**src/rtl/rr_arbiter8_if.sv**
```systemverilog
// Request/grant bundle between the requesters and the round-robin arbiter.
interface rr_arbiter8_if;
   logic [7:0] req;
   logic       done;
   logic       sel1;
   logic       sel2;
   logic       sel3;
   logic [7:0] gnt;
   logic       busy;
   logic       timeout;

   modport master (
      output req, done,
      input  sel1, sel2, sel3, gnt, busy, timeout
   );

   modport slave (
      input  req, done,
      output sel1, sel2, sel3, gnt, busy, timeout
   );
endinterface

```
**src/rtl/rr_arbiter8.sv**
```systemverilog
// Round-robin arbiter for 8 requesters driving the 3-to-8 decoder select lines,
// with release-on-done, hold-limit revocation and a one-cycle turnaround gap.
module rr_arbiter8 #(
   parameter int unsigned MAX_HOLD = 16,
   parameter int unsigned HCW      = 8
) (
   input logic          clk,
   input logic          rst,
   rr_arbiter8_if.slave bus
);

   typedef enum logic [1:0] {
      IDLE  = 2'd0,
      GRANT = 2'd1,
      GAP   = 2'd2
   } state_t;

   state_t           state_q, state_nxt;
   logic [HCW-1:0]   cnt_q, cnt_nxt;
   logic [2:0]       ptr_q, ptr_nxt;
   logic [7:0]       gnt_q, gnt_nxt;
   logic [2:0]       sel_q, sel_nxt;
   logic             busy_q, busy_nxt;
   logic             tmo_q, tmo_nxt;
   logic [2:0]       win;
   logic [2:0]       cand;
   logic             found;

   // Search starts just after the last winner so the last winner is checked last.
   always_comb begin
      win   = ptr_q;
      cand  = ptr_q;
      found = 1'b0;
      for (int i = 1; i < 9; i++) begin
         cand = ptr_q + 3'(i);
         if (!found && bus.req[cand]) begin
            found = 1'b1;
            win   = cand;
         end
      end
   end

   always_comb begin
      state_nxt = state_q;
      cnt_nxt   = cnt_q;
      ptr_nxt   = ptr_q;
      gnt_nxt   = gnt_q;
      sel_nxt   = sel_q;
      busy_nxt  = busy_q;
      tmo_nxt   = 1'b0;
      case (state_q)
         IDLE: begin
            gnt_nxt  = 8'h00;
            sel_nxt  = 3'b000;
            busy_nxt = 1'b0;
            if (|bus.req) begin
               state_nxt = GRANT;
               gnt_nxt   = 8'b1 << win;
               sel_nxt   = win;
               busy_nxt  = 1'b1;
               ptr_nxt   = win;
               cnt_nxt   = HCW'(1);
            end
         end
         GRANT: begin
            // A normal release wins over the hold limit in the same cycle.
            if (bus.done || !bus.req[ptr_q]) begin
               state_nxt = GAP;
               gnt_nxt   = 8'h00;
               sel_nxt   = 3'b000;
               busy_nxt  = 1'b0;
               cnt_nxt   = '0;
            end else if (cnt_q == HCW'(MAX_HOLD)) begin
               state_nxt = GAP;
               gnt_nxt   = 8'h00;
               sel_nxt   = 3'b000;
               busy_nxt  = 1'b0;
               cnt_nxt   = '0;
               tmo_nxt   = 1'b1;
            end else begin
               cnt_nxt = cnt_q + HCW'(1);
            end
         end
         GAP: begin
            state_nxt = IDLE;
            gnt_nxt   = 8'h00;
            sel_nxt   = 3'b000;
            busy_nxt  = 1'b0;
         end
         default: begin
            state_nxt = IDLE;
            gnt_nxt   = 8'h00;
            sel_nxt   = 3'b000;
            busy_nxt  = 1'b0;
            cnt_nxt   = '0;
         end
      endcase
   end

   always_ff @(posedge clk) begin
      if (rst) begin
         state_q <= IDLE;
         cnt_q   <= '0;
         ptr_q   <= 3'd7;
         gnt_q   <= 8'h00;
         sel_q   <= 3'b000;
         busy_q  <= 1'b0;
         tmo_q   <= 1'b0;
      end else begin
         state_q <= state_nxt;
         cnt_q   <= cnt_nxt;
         ptr_q   <= ptr_nxt;
         gnt_q   <= gnt_nxt;
         sel_q   <= sel_nxt;
         busy_q  <= busy_nxt;
         tmo_q   <= tmo_nxt;
      end
   end

   assign bus.gnt     = gnt_q;
   assign bus.sel1    = sel_q[2];
   assign bus.sel2    = sel_q[1];
   assign bus.sel3    = sel_q[0];
   assign bus.busy    = busy_q;
   assign bus.timeout = tmo_q;

endmodule

```
**src/flat_wrapper.sv**
```systemverilog
// flat-port wrapper written by rule: the top's interface ports become plain ports
module rr_arbiter8_flat 
#(
   parameter int unsigned MAX_HOLD = 16,
   parameter int unsigned HCW      = 8
)
  (clk, rst, bus_req, bus_done, bus_sel1, bus_sel2, bus_sel3, bus_gnt, bus_busy, bus_timeout);
  rr_arbiter8_if bus_i ();
  input logic clk;
  input logic rst;
  input wire logic [$bits(bus_i.req)-1:0] bus_req;
  input wire logic [$bits(bus_i.done)-1:0] bus_done;
  output wire logic [$bits(bus_i.sel1)-1:0] bus_sel1;
  output wire logic [$bits(bus_i.sel2)-1:0] bus_sel2;
  output wire logic [$bits(bus_i.sel3)-1:0] bus_sel3;
  output wire logic [$bits(bus_i.gnt)-1:0] bus_gnt;
  output wire logic [$bits(bus_i.busy)-1:0] bus_busy;
  output wire logic [$bits(bus_i.timeout)-1:0] bus_timeout;
  assign bus_i.req = bus_req;
  assign bus_i.done = bus_done;
  assign bus_sel1 = bus_i.sel1;
  assign bus_sel2 = bus_i.sel2;
  assign bus_sel3 = bus_i.sel3;
  assign bus_gnt = bus_i.gnt;
  assign bus_busy = bus_i.busy;
  assign bus_timeout = bus_i.timeout;
  rr_arbiter8 #(.MAX_HOLD(MAX_HOLD), .HCW(HCW)) u_core (.clk(clk), .rst(rst), .bus(bus_i));
endmodule
```
**config.mk**
```make
export PLATFORM = sky130hd
export DESIGN_NAME = rr_arbiter8_flat
export DESIGN_NICKNAME = d
export VERILOG_FILES = /design/src/rtl/rr_arbiter8_if.sv /design/src/rtl/rr_arbiter8.sv /design/src/flat_wrapper.sv
export SDC_FILE = /design/constraint.sdc
export NUM_CORES = 1
export LEC_CHECK = 0
export CAP_MARGIN = 20
export CELL_PAD_IN_SITES_DETAIL_PLACEMENT = 0
export CELL_PAD_IN_SITES_GLOBAL_PLACEMENT = 1
export CORE_UTILIZATION = 45
export DETAILED_ROUTE_END_ITERATION = 7
export PLACE_DENSITY = 0.87
export SLEW_MARGIN = 0
export SYNTH_ARGS = -nofsm -noshare
export SYNTH_HDL_FRONTEND = slang
export SYNTH_SLANG_ARGS = --single-unit
```
**constraint.sdc**
```tcl
create_clock -name clk -period 5.29 [get_ports clk]
set_input_delay 0.7935 -clock clk [delete_from_list [all_inputs] [get_ports clk]]
set_output_delay 0.7935 -clock clk [all_outputs]
set_load 0.05 [all_outputs]
```
# Word level (Yosys, flattened, before mapping)

Cells that the tools add are included.

Flip-flop bits (word level): 26
Latch bits: 0
Output and inout port bits: 13
Memory bits (writable): 0
Word-level logic and storage cells: 105
Memory bits (read-only): 0
Memories: 0
Input port bits: 11

Div/mod/pow operators: 0
Multipliers: 0
Muxes and demuxes: 52
Equality and inequality tests: 5
Order comparisons: 8
Reduce and logical (&&, ||, !) cells: 22
Bitwise gates (word level): 2
Add/subtract/negate cells: 8
Shifts and indexed selects: 1

Operators with widths:

| cell                  | number |
|---|---|
| $mux W8               | 6 |
| $mux W3               | 11 |
| $lt A3 B4 Y1 const B  | 8 |
| $bmux W1 S3           | 8 |
| $pmux W8 S3           | 1 |
| $mux W1               | 19 |
| $pmux W8 S2           | 1 |
| $add A3 B3 Y3 const B | 4 |
| $add A8 B1 Y8 const B | 1 |
| $eq A8 B5 Y1 const B  | 1 |
| $logic_not A1 Y1      | 8 |
| $reduce_or A8 Y1      | 1 |
| $shl A1 B3 Y8 const A | 1 |
| $logic_and A1 B1 Y1   | 7 |
| $add A3 B2 Y3 const B | 2 |
| $mux W2               | 3 |
| $pmux W3 S2           | 1 |
| $reduce_and A2 Y1     | 3 |
| $pmux W2 S2           | 1 |
| $add A3 B1 Y3 const B | 1 |
| $ne A3 B1 Y1 const B  | 1 |
| $reduce_or A3 Y1      | 1 |
| $eq A2 B1 Y1 const B  | 1 |
| $eq A2 B2 Y1 const B  | 1 |
| other kinds (5)       | 6 |

# Longest topological paths before layout

Gate-level depths: netlist (run 1).

Word-level depth: 28
Gate-level depth with buffers: 14
Gate-level depth less buffers: 10

# Worst setup path before layout (run 1)

No wires, ideal clock.

Path kind: register to register
From: register u_core.ptr_q[1]
To: register u_core.gnt_q[1] (netlist: u_core.bus.gnt[1])
Slack: 1.885 ns
Period minus slack after synthesis: 3.405 ns
Data required time: 5.202 ns
Path buffers: 4
Cell stages (with the launch flop): 15
Data arrival time: 3.316 ns
Cells stage by stage: dfxtp_1 > buf_4 > buf_2 > inv_1 > ha_1 > buf_2 > mux4_1 > mux2_4 > a21oi_2 > and3b_1 > buf_6 > a221oi_2 > xnor2_2 > or3b_1 > o32ai_2

Word-level cells in the longest chain between the ends: 28
Elaborated cells on any way between the ends: 59
Classes of those cells: add/sub: 7; eq/ne: 1; shift: 1; mux: 34; reduce/logical: 16

RTL lines:

| what                          | line               | text |
|---|---|---|
| start: declaration            | rr_arbiter8.sv:20  | `logic [2:0] ptr_q, ptr_nxt;` |
| start signal: assignment      | rr_arbiter8.sv:112 | `ptr_q <= ptr_nxt;` |
| $add A3 B1 Y3                 | rr_arbiter8.sv:35  | `cand = ptr_q + 3'(i);` |
| $bmux W1 S3                   | rr_arbiter8.sv:36  | `if (!found && bus.req[cand]) begin` |
| $mux W1 (implied by the code) | rr_arbiter8.sv:36  |  |
| $mux W1                       | rr_arbiter8.sv:36  |  |
| $logic_not A1 Y1              | rr_arbiter8.sv:36  |  |
| $logic_and A1 B1 Y1           | rr_arbiter8.sv:36  |  |
| $mux W1                       | rr_arbiter8.sv:36  |  |
| $logic_not A1 Y1              | rr_arbiter8.sv:36  |  |
| [12 not listed]               | -                  |  |
| $logic_and A1 B1 Y1           | rr_arbiter8.sv:36  |  |
| $mux W1                       | rr_arbiter8.sv:36  |  |
| $logic_not A1 Y1              | rr_arbiter8.sv:36  |  |
| $logic_and A1 B1 Y1           | rr_arbiter8.sv:36  |  |
| $mux W3                       | rr_arbiter8.sv:36  |  |
| $shl A1 B3 Y8                 | rr_arbiter8.sv:58  | `gnt_nxt = 8'b1 << win;` |
| $mux W8                       | rr_arbiter8.sv:56  | `if (\|bus.req) begin` |
| $pmux W8 S2                   | rr_arbiter8.sv:51  | `case (state_q)` |
| end signal: assignment        | rr_arbiter8.sv:113 | `gnt_q <= gnt_nxt;` |
| end: declaration              | rr_arbiter8.sv:21  | `logic [7:0] gnt_q, gnt_nxt;` |

Several ways; a longest one is shown, not always the timed one. The select of a mux whose other input is x is not followed.
A chain may end at the register's enable or synchronous reset.

# Worst setup path in the final report (run 1)

From: register u_core.ptr_q[0]
To: register u_core.gnt_q[3] (netlist: u_core.bus.gnt[3])

The elaborated chain is that of the path after synthesis.

==> results.md, run 1 <==
- Outcome: complete, no violations
- Crit path launch type: flop
- Wire length per cell: 15.9 um
- Area grow syn2layout: 13.2%
- Post_cts resized: 0
- Share of layout cells above drive strength 1: 0.144
- Post-route ant nets: 0
- Worst Setup End Kind: flop
- Final nets: 252
- Setup TNS: 0 ns
- Arr. time, crit path: 4.27 ns
- Final setup viols: 0
- Sequential share of power: 0.185
- Area of the core: 0.00444 sq mm
- Total CTS buffers: 3
- Largest net degree at the start of global routing: 30
- Post-DP HPWL: 3.36 mm
- Initial detailed-routing violation count: 147
- Worst slew pin tran: 0.944 ns
- PnR worst setup slack: 1.20 ns
- Static leakage: 0.862 nW
- Mapped cell area: 0.00214 sq mm
- CTS Root Cell: clkbuf_8
- Io pins: 24
- Pre-CTS WS: 1.24 ns
- Critical Path Fanout Max: 22
- First-pass GRT wire length: 7.74 mm
- Syn avg cell area: 9.58 sq um
- Vias per std cell: 6.03
- DRC viols: 0
- Max Cap Violations: 0
- FMAX: 0.244 GHz
- Die X: 70.9 um
- Hold crit path type: reg2reg
- Ys flop type: dfxtp_1
- Die area: 0.00503 sq mm
- Initial antenna violation count: 0
- Area leader, netlist: dfxtp_1
- Number of synthesized flops with an enable pin: 0
- Vias in the first global route: 1,541
- Gate Count Post-Synth: 223
- H-tree depth: 1
- Rel. slew slack: 0.369
- # rows: 24
- Min Clock Period, post-route: 4.09 ns
- CTS Buffer Depth: 2
- Post-route clock period utilization: 0.774
- Via count: 1,736
- Clk_lat worst skew: 0.27 ns
- Unrepaired setup endpoints after global routing: false
- Hold Fails Final Rpt: 0
- Clock Power Share: 0.099
- Hold-fix buffers, CTS: 0
- Post-synth top area share: 0.244
- Cell area after placement: 0.00235 sq mm
- GRT Residual Overflow: 0
- Final Skew: 0.00511 ns
- Yosys reg bits: 26
- All-Layer GR Usage: 0.192
- Top cells by area, synth: dfxtp_1 24%, mux4_2 8.4%, mux4_1 4.9%
- 1st-pass router iterations: 4
- Slew Limit Fails: 0
- Sw Ratio: 0.486
- # fillers: 395
- Multi-input logic area: 0.00150 sq mm
- Combinational share of power: 0.716
- Core Util, Final: 0.544
- Sw Pwr: 804 uW
- Internal: 851 uW
- IO Port Bufs: 23
- Critical path type: reg2reg
- Post-synthesis net count: 238
- CP Data Required Time: 5.47 ns
- CTS tree: yes
- Initial core utilization: 0.481
- Clock transition at the registers of the reported paths: 0.09 ns
- Total clock sinks: 26
- Routed WL: 4.59 mm
- WHS: 0.479 ns
- Die Span Y: 70.9 um
- # diodes: 0
- Ys Warns: 0
- Final instance area: 0.00242 sq mm
- Power Dens Cells: 684 mW/mm^2
- Routability Congestion: 0.925
- Postcts setup bufs: 0
- Async S/R FF share, synth: 0
- Reg area: 520 sq um
- Yosys cell types: 66
- VDD IR max: 0.509 mV
- Post-synthesis sequential area ratio: 0.244
power by group through the flow:
stage / clock [mW] / sequential [mW] / combinational (mW)
after global placement: 0 / 0.308 / 1.17
after floorplan: 0 / 0.376 / 0.890
after CTS: 0.166 / 0.306 / 1.18
final: 0.165 / 0.306 / 1.18
after global routing: 0.176 / 0.316 / 1.27
after detailed placement: 0 / 0.308 / 1.17
synth_stat cells (all sizes together), types with 2 or more instances:
library cell / count
dfxtp: 26
nor2: 23
nand2: 16
a21oi: 12
mux4: 12
nand2b: 12
buf: 9
o32ai: 9
mux2i: 8
nand3: 8
clkbuf: 6
inv: 6
nor4: 6
nor4b: 5
xor2: 5
ha: 4
nor2b: 4
o21ai: 4
xnor2: 4
a21o: 3
a221oi: 3
mux2: 3
nor4bb: 3
a31oi: 2
and3: 2
nand3b: 2
nor3: 2
or2b: 2
flip-flops by register name, summed over array words and instances (netlist names):
signal / count
u_core.sel_q: 3
u_core.bus.gnt: 8
u_core.state_q: 2
u_core.bus.busy: 1
u_core.cnt_q: 8
u_core.ptr_q: 3
u_core.bus.timeout: 1
worst max-delay path: stages, from the launching register on:
cell and delay, ns:
dfxtp_1 0.90, inv_1 0.20, ha_1 0.57, mux4_1 0.49
mux2_4 0.34, a21oi_2 0.17, and3b_1 0.36, a221oi_2 0.13
xnor2_2 0.21, or3b_1 0.42, o32ai_2 0.20
cell families (layout without fill, tap and decap cells):
family	Yosys count	after routing	share of synthesized area
adders and majority gates	4	4	0.0234
DFF	26	26	0.244
muxes	23	23	0.190
and+or+nand+nor	96	96	0.273
AOI/OAI and AO/OA	43	43	0.174
buffers and inverters	22	35	0.0550
xor gates and xnor gates	9	9	0.0404
area by class of cell:
| cell class | instances | area share |
|---|---|---|
| well taps | 52 | 0.0269 |
| flip-flops and latches | 26 | 0.215 |
| inverters | 7 | 0.0109 |
| clock buffers | 3 | 0.0171 |
| repair buffers | 24 | 0.0982 |
| clock inverters | 1 | 0.0124 |
| multi-input cells | 175 | 0.619 |
cells in the final DEF, fill, tap and decap left out, drive strengths merged, types with 5 or more instances in the layout:
cell type,n
clkdlybuf4s50,23
nand2b,12
nor4b,5
nand2,16
mux4,12
o32ai,9
nor4,6
mux2i,8
nor2,23
inv,6
a21oi,12
xor2,5
nand3,8
dfxtp,26
metrics by stage:
| stage | total power, mW | std cells |
|---|---|---|
| 5_1_grt | 1.76 | 288 |
| 4_1_cts | 1.65 | 288 |
| 3_3_place_gp | 1.48 | 284 |
| 6_report | 1.66 | 288 |
| 2_1_floorplan | 1.27 | 223 |
| 3_5_place_dp | 1.48 | 284 |
path summary, 6_finish.rpt:
path	startpoint	end	slack [ns]	depth (start not counted)
min	u_core.sel_q[2]	u_core.sel_q[2]	0.48	2
max reg2reg	u_core.ptr_q[0]	u_core.bus.gnt[3]	1.20	10
min reg2reg	u_core.sel_q[2]	u_core.sel_q[2]	0.48	2
max	u_core.ptr_q[0]	u_core.bus.gnt[3]	1.20	10
per-layer routing:
layer | GRT usage | part of all wire | vias up
li1 | - | - | 872
met1 | 0.287 | 0.49 | 810
met4 | 0.0533 | 0.0096 | 0
met5 | 0 | 0 | -
met2 | 0.297 | 0.45 | 50
met3 | 0.0157 | 0.044 | 4
(Power assumes the default switching activity.)
==> inputs of run 2 (changes only) <==
Settings changed: CORE_UTILIZATION 45 to 44, PLACE_DENSITY 0.87 to 0.85.
Clock period 5.29 ns to 4 ns, I/O delays scaled along.
==> run 2 against run 1 <==
  * Clock skew grew 0.0012 ns
  * Clock power grew 33%
  * Clock-buffer cell count is the same
  * Global-route usage is essentially flat
  * Utilization shrank 0.059 points
  * Sequential power grew 20%
==> results.md, run 2 (synthesis results as in run 1) <==
- Outcome: complete, no violations
- Most common cell after layout, fill and taps aside: dfxtp_1
- Crit path cell chain: clkdlybuf4s50_1, mux4_1, nor2_1, nor2_8, and3b_1, a221oi_2, xnor2_2, or3b_1, o32ai_2
- Power Dens Cells: 913 mW/mm^2
- # rows: 24
- Share of layout cells above drive strength 1: 0.158
- Total clock sinks: 26
- Routability Congestion: 0.879
- Initial antenna violation count: 0
- Met1 Wirelength: 2.22 mm
- CTS Buffer Depth: 2
- Tot Pwr: 2.24 mW
- Final Skew: 0.00632 ns
- Die area: 0.00514 sq mm
- Worst Setup End Kind: flop
- Post-route ant nets: 0
- Cell area after placement: 0.00238 sq mm
- Clock transition at the registers of the reported paths: 0.09 ns
- Vias in the first global route: 1,626
- Routed WL: 4.76 mm
- Hold-fix buffers, CTS: 0
- Most frequent cells in the layout: 26 x dfxtp_1, 23 x clkdlybuf4s50_1, 21 x nor2_1
- DRC viols: 0
- Critical path type: in2reg
- Post-DP HPWL: 3.45 mm
- Vias per std cell: 6.00
- CP Data Required Time: 4.18 ns
- Final setup viols: 0
- Hold path depth: 1
- Area of the core: 0.00450 sq mm
- Static leakage: 0.881 nW
- Postcts setup bufs: 0
- CP max stage delay: 0.65 ns
- Clk_lat worst skew: 0.28 ns
- Min Clock Period, post-route: 3.38 ns
- Max Cap Violations: 0
- Via count: 1,753
- Largest net degree at the start of global routing: 30
- CP max-delay cell: mux4_1
- Final nets: 256
- Setup TNS: 0 ns
- VDD IR max: 0.657 mV
- H-tree depth: 1
- Die Span Y: 71.7 um
- Post_cts resized: 0
- Core Util, Final: 0.544
- Rel. slew slack: 0.346
- Hold Fails Final Rpt: 0
- Total CTS buffers: 3
- Metal2 WL: 2.24 mm
- 1st-pass router iterations: 4
- Critical Path Fanout Max: 8
- Die X: 71.7 um
- # fillers: 411
- Uppermost layer routed: met4
- Final instance area: 0.00245 sq mm
- Met3 wire len: 236 um
- Arr. time, crit path: 3.56 ns
- FMAX: 0.296 GHz
- Io pins: 24
- Unrepaired setup endpoints after global routing: false
- CTS Root Cell: clkbuf_8
- Post-route clock period utilization: 0.845
- Area grow syn2layout: 14.6%
- Initial detailed-routing violation count: 201
- GRT Residual Overflow: 0
- Initial core utilization: 0.474
- Crit path launch type: input pin
- CTS tree: yes
- Wire length per cell: 16.3 um
- R2R cell count: 10
- Slew Limit Fails: 0
- IO Port Bufs: 23
- Hold crit path type: reg2reg
- All-Layer GR Usage: 0.192
- Worst slew pin tran: 0.977 ns
- # diodes: 0
- First-pass GRT wire length: 7.88 mm
## run 2: changes by cell type in the layout (fill, tap and decap cells not counted)
cell / change
buf_4: +4
## run 2: worst paths after layout
path / from / to / slack [ns]
setup / recovery: bus_req[5] / u_core.bus.gnt[1] / 0.62
setup reg to reg: u_core.ptr_q[1] / u_core.bus.gnt[1] / 0.73
hold reg to reg: u_core.bus.busy / u_core.bus.busy / 0.47
hold / removal: u_core.bus.busy / u_core.bus.busy / 0.47
## run 2: stage by stage
step | hold slack [ns] | instances | setup WS, ns
final | 0.470 | 292 | 0.621
after global routing | 0.489 | 292 | 0.419
after CTS | 0.475 | 292 | 0.621
after detailed placement | 0.455 | 288 | 0.342
after global placement | 0.455 | 288 | 0.409
after floorplan | 0.471 | 223 | 0.595
## run 2: area by class of cell
type	count	area [sq um]	area share
sequential	26	520	0.212
timing repair buffer	28	268	0.109
tap	52	65.1	0.0266
clock inverter	1	30.0	0.0123
multi-input combinational	175	1500	0.612
clock buffer	3	41.3	0.0169
inverter	7	26.3	0.0107
## run 2: where the power goes
part	switching (mW)	internal [mW]	leakage [nW]	total (mW)
Sequential	0.0466	0.320	0.212	0.367
Clock	0.0853	0.134	0.0357	0.219
Combinational	0.953	0.697	0.633	1.65
## run 2: layer usage
metal,track usage,vias up
met5,0,-
met4,0.0588,0
met3,0.0253,7
met2,0.301,50
met1,0.275,812
li1,-,884
## run 2: critical path, delay by kind of cell
family                    cells  cell delay [ns]
and+or+nand+nor               4             1.20
xor gates and xnor gates      1             0.22
AOI/OAI and AO/OA             2             0.35
muxes                         1             0.65
buffers and inverters         1             0.54
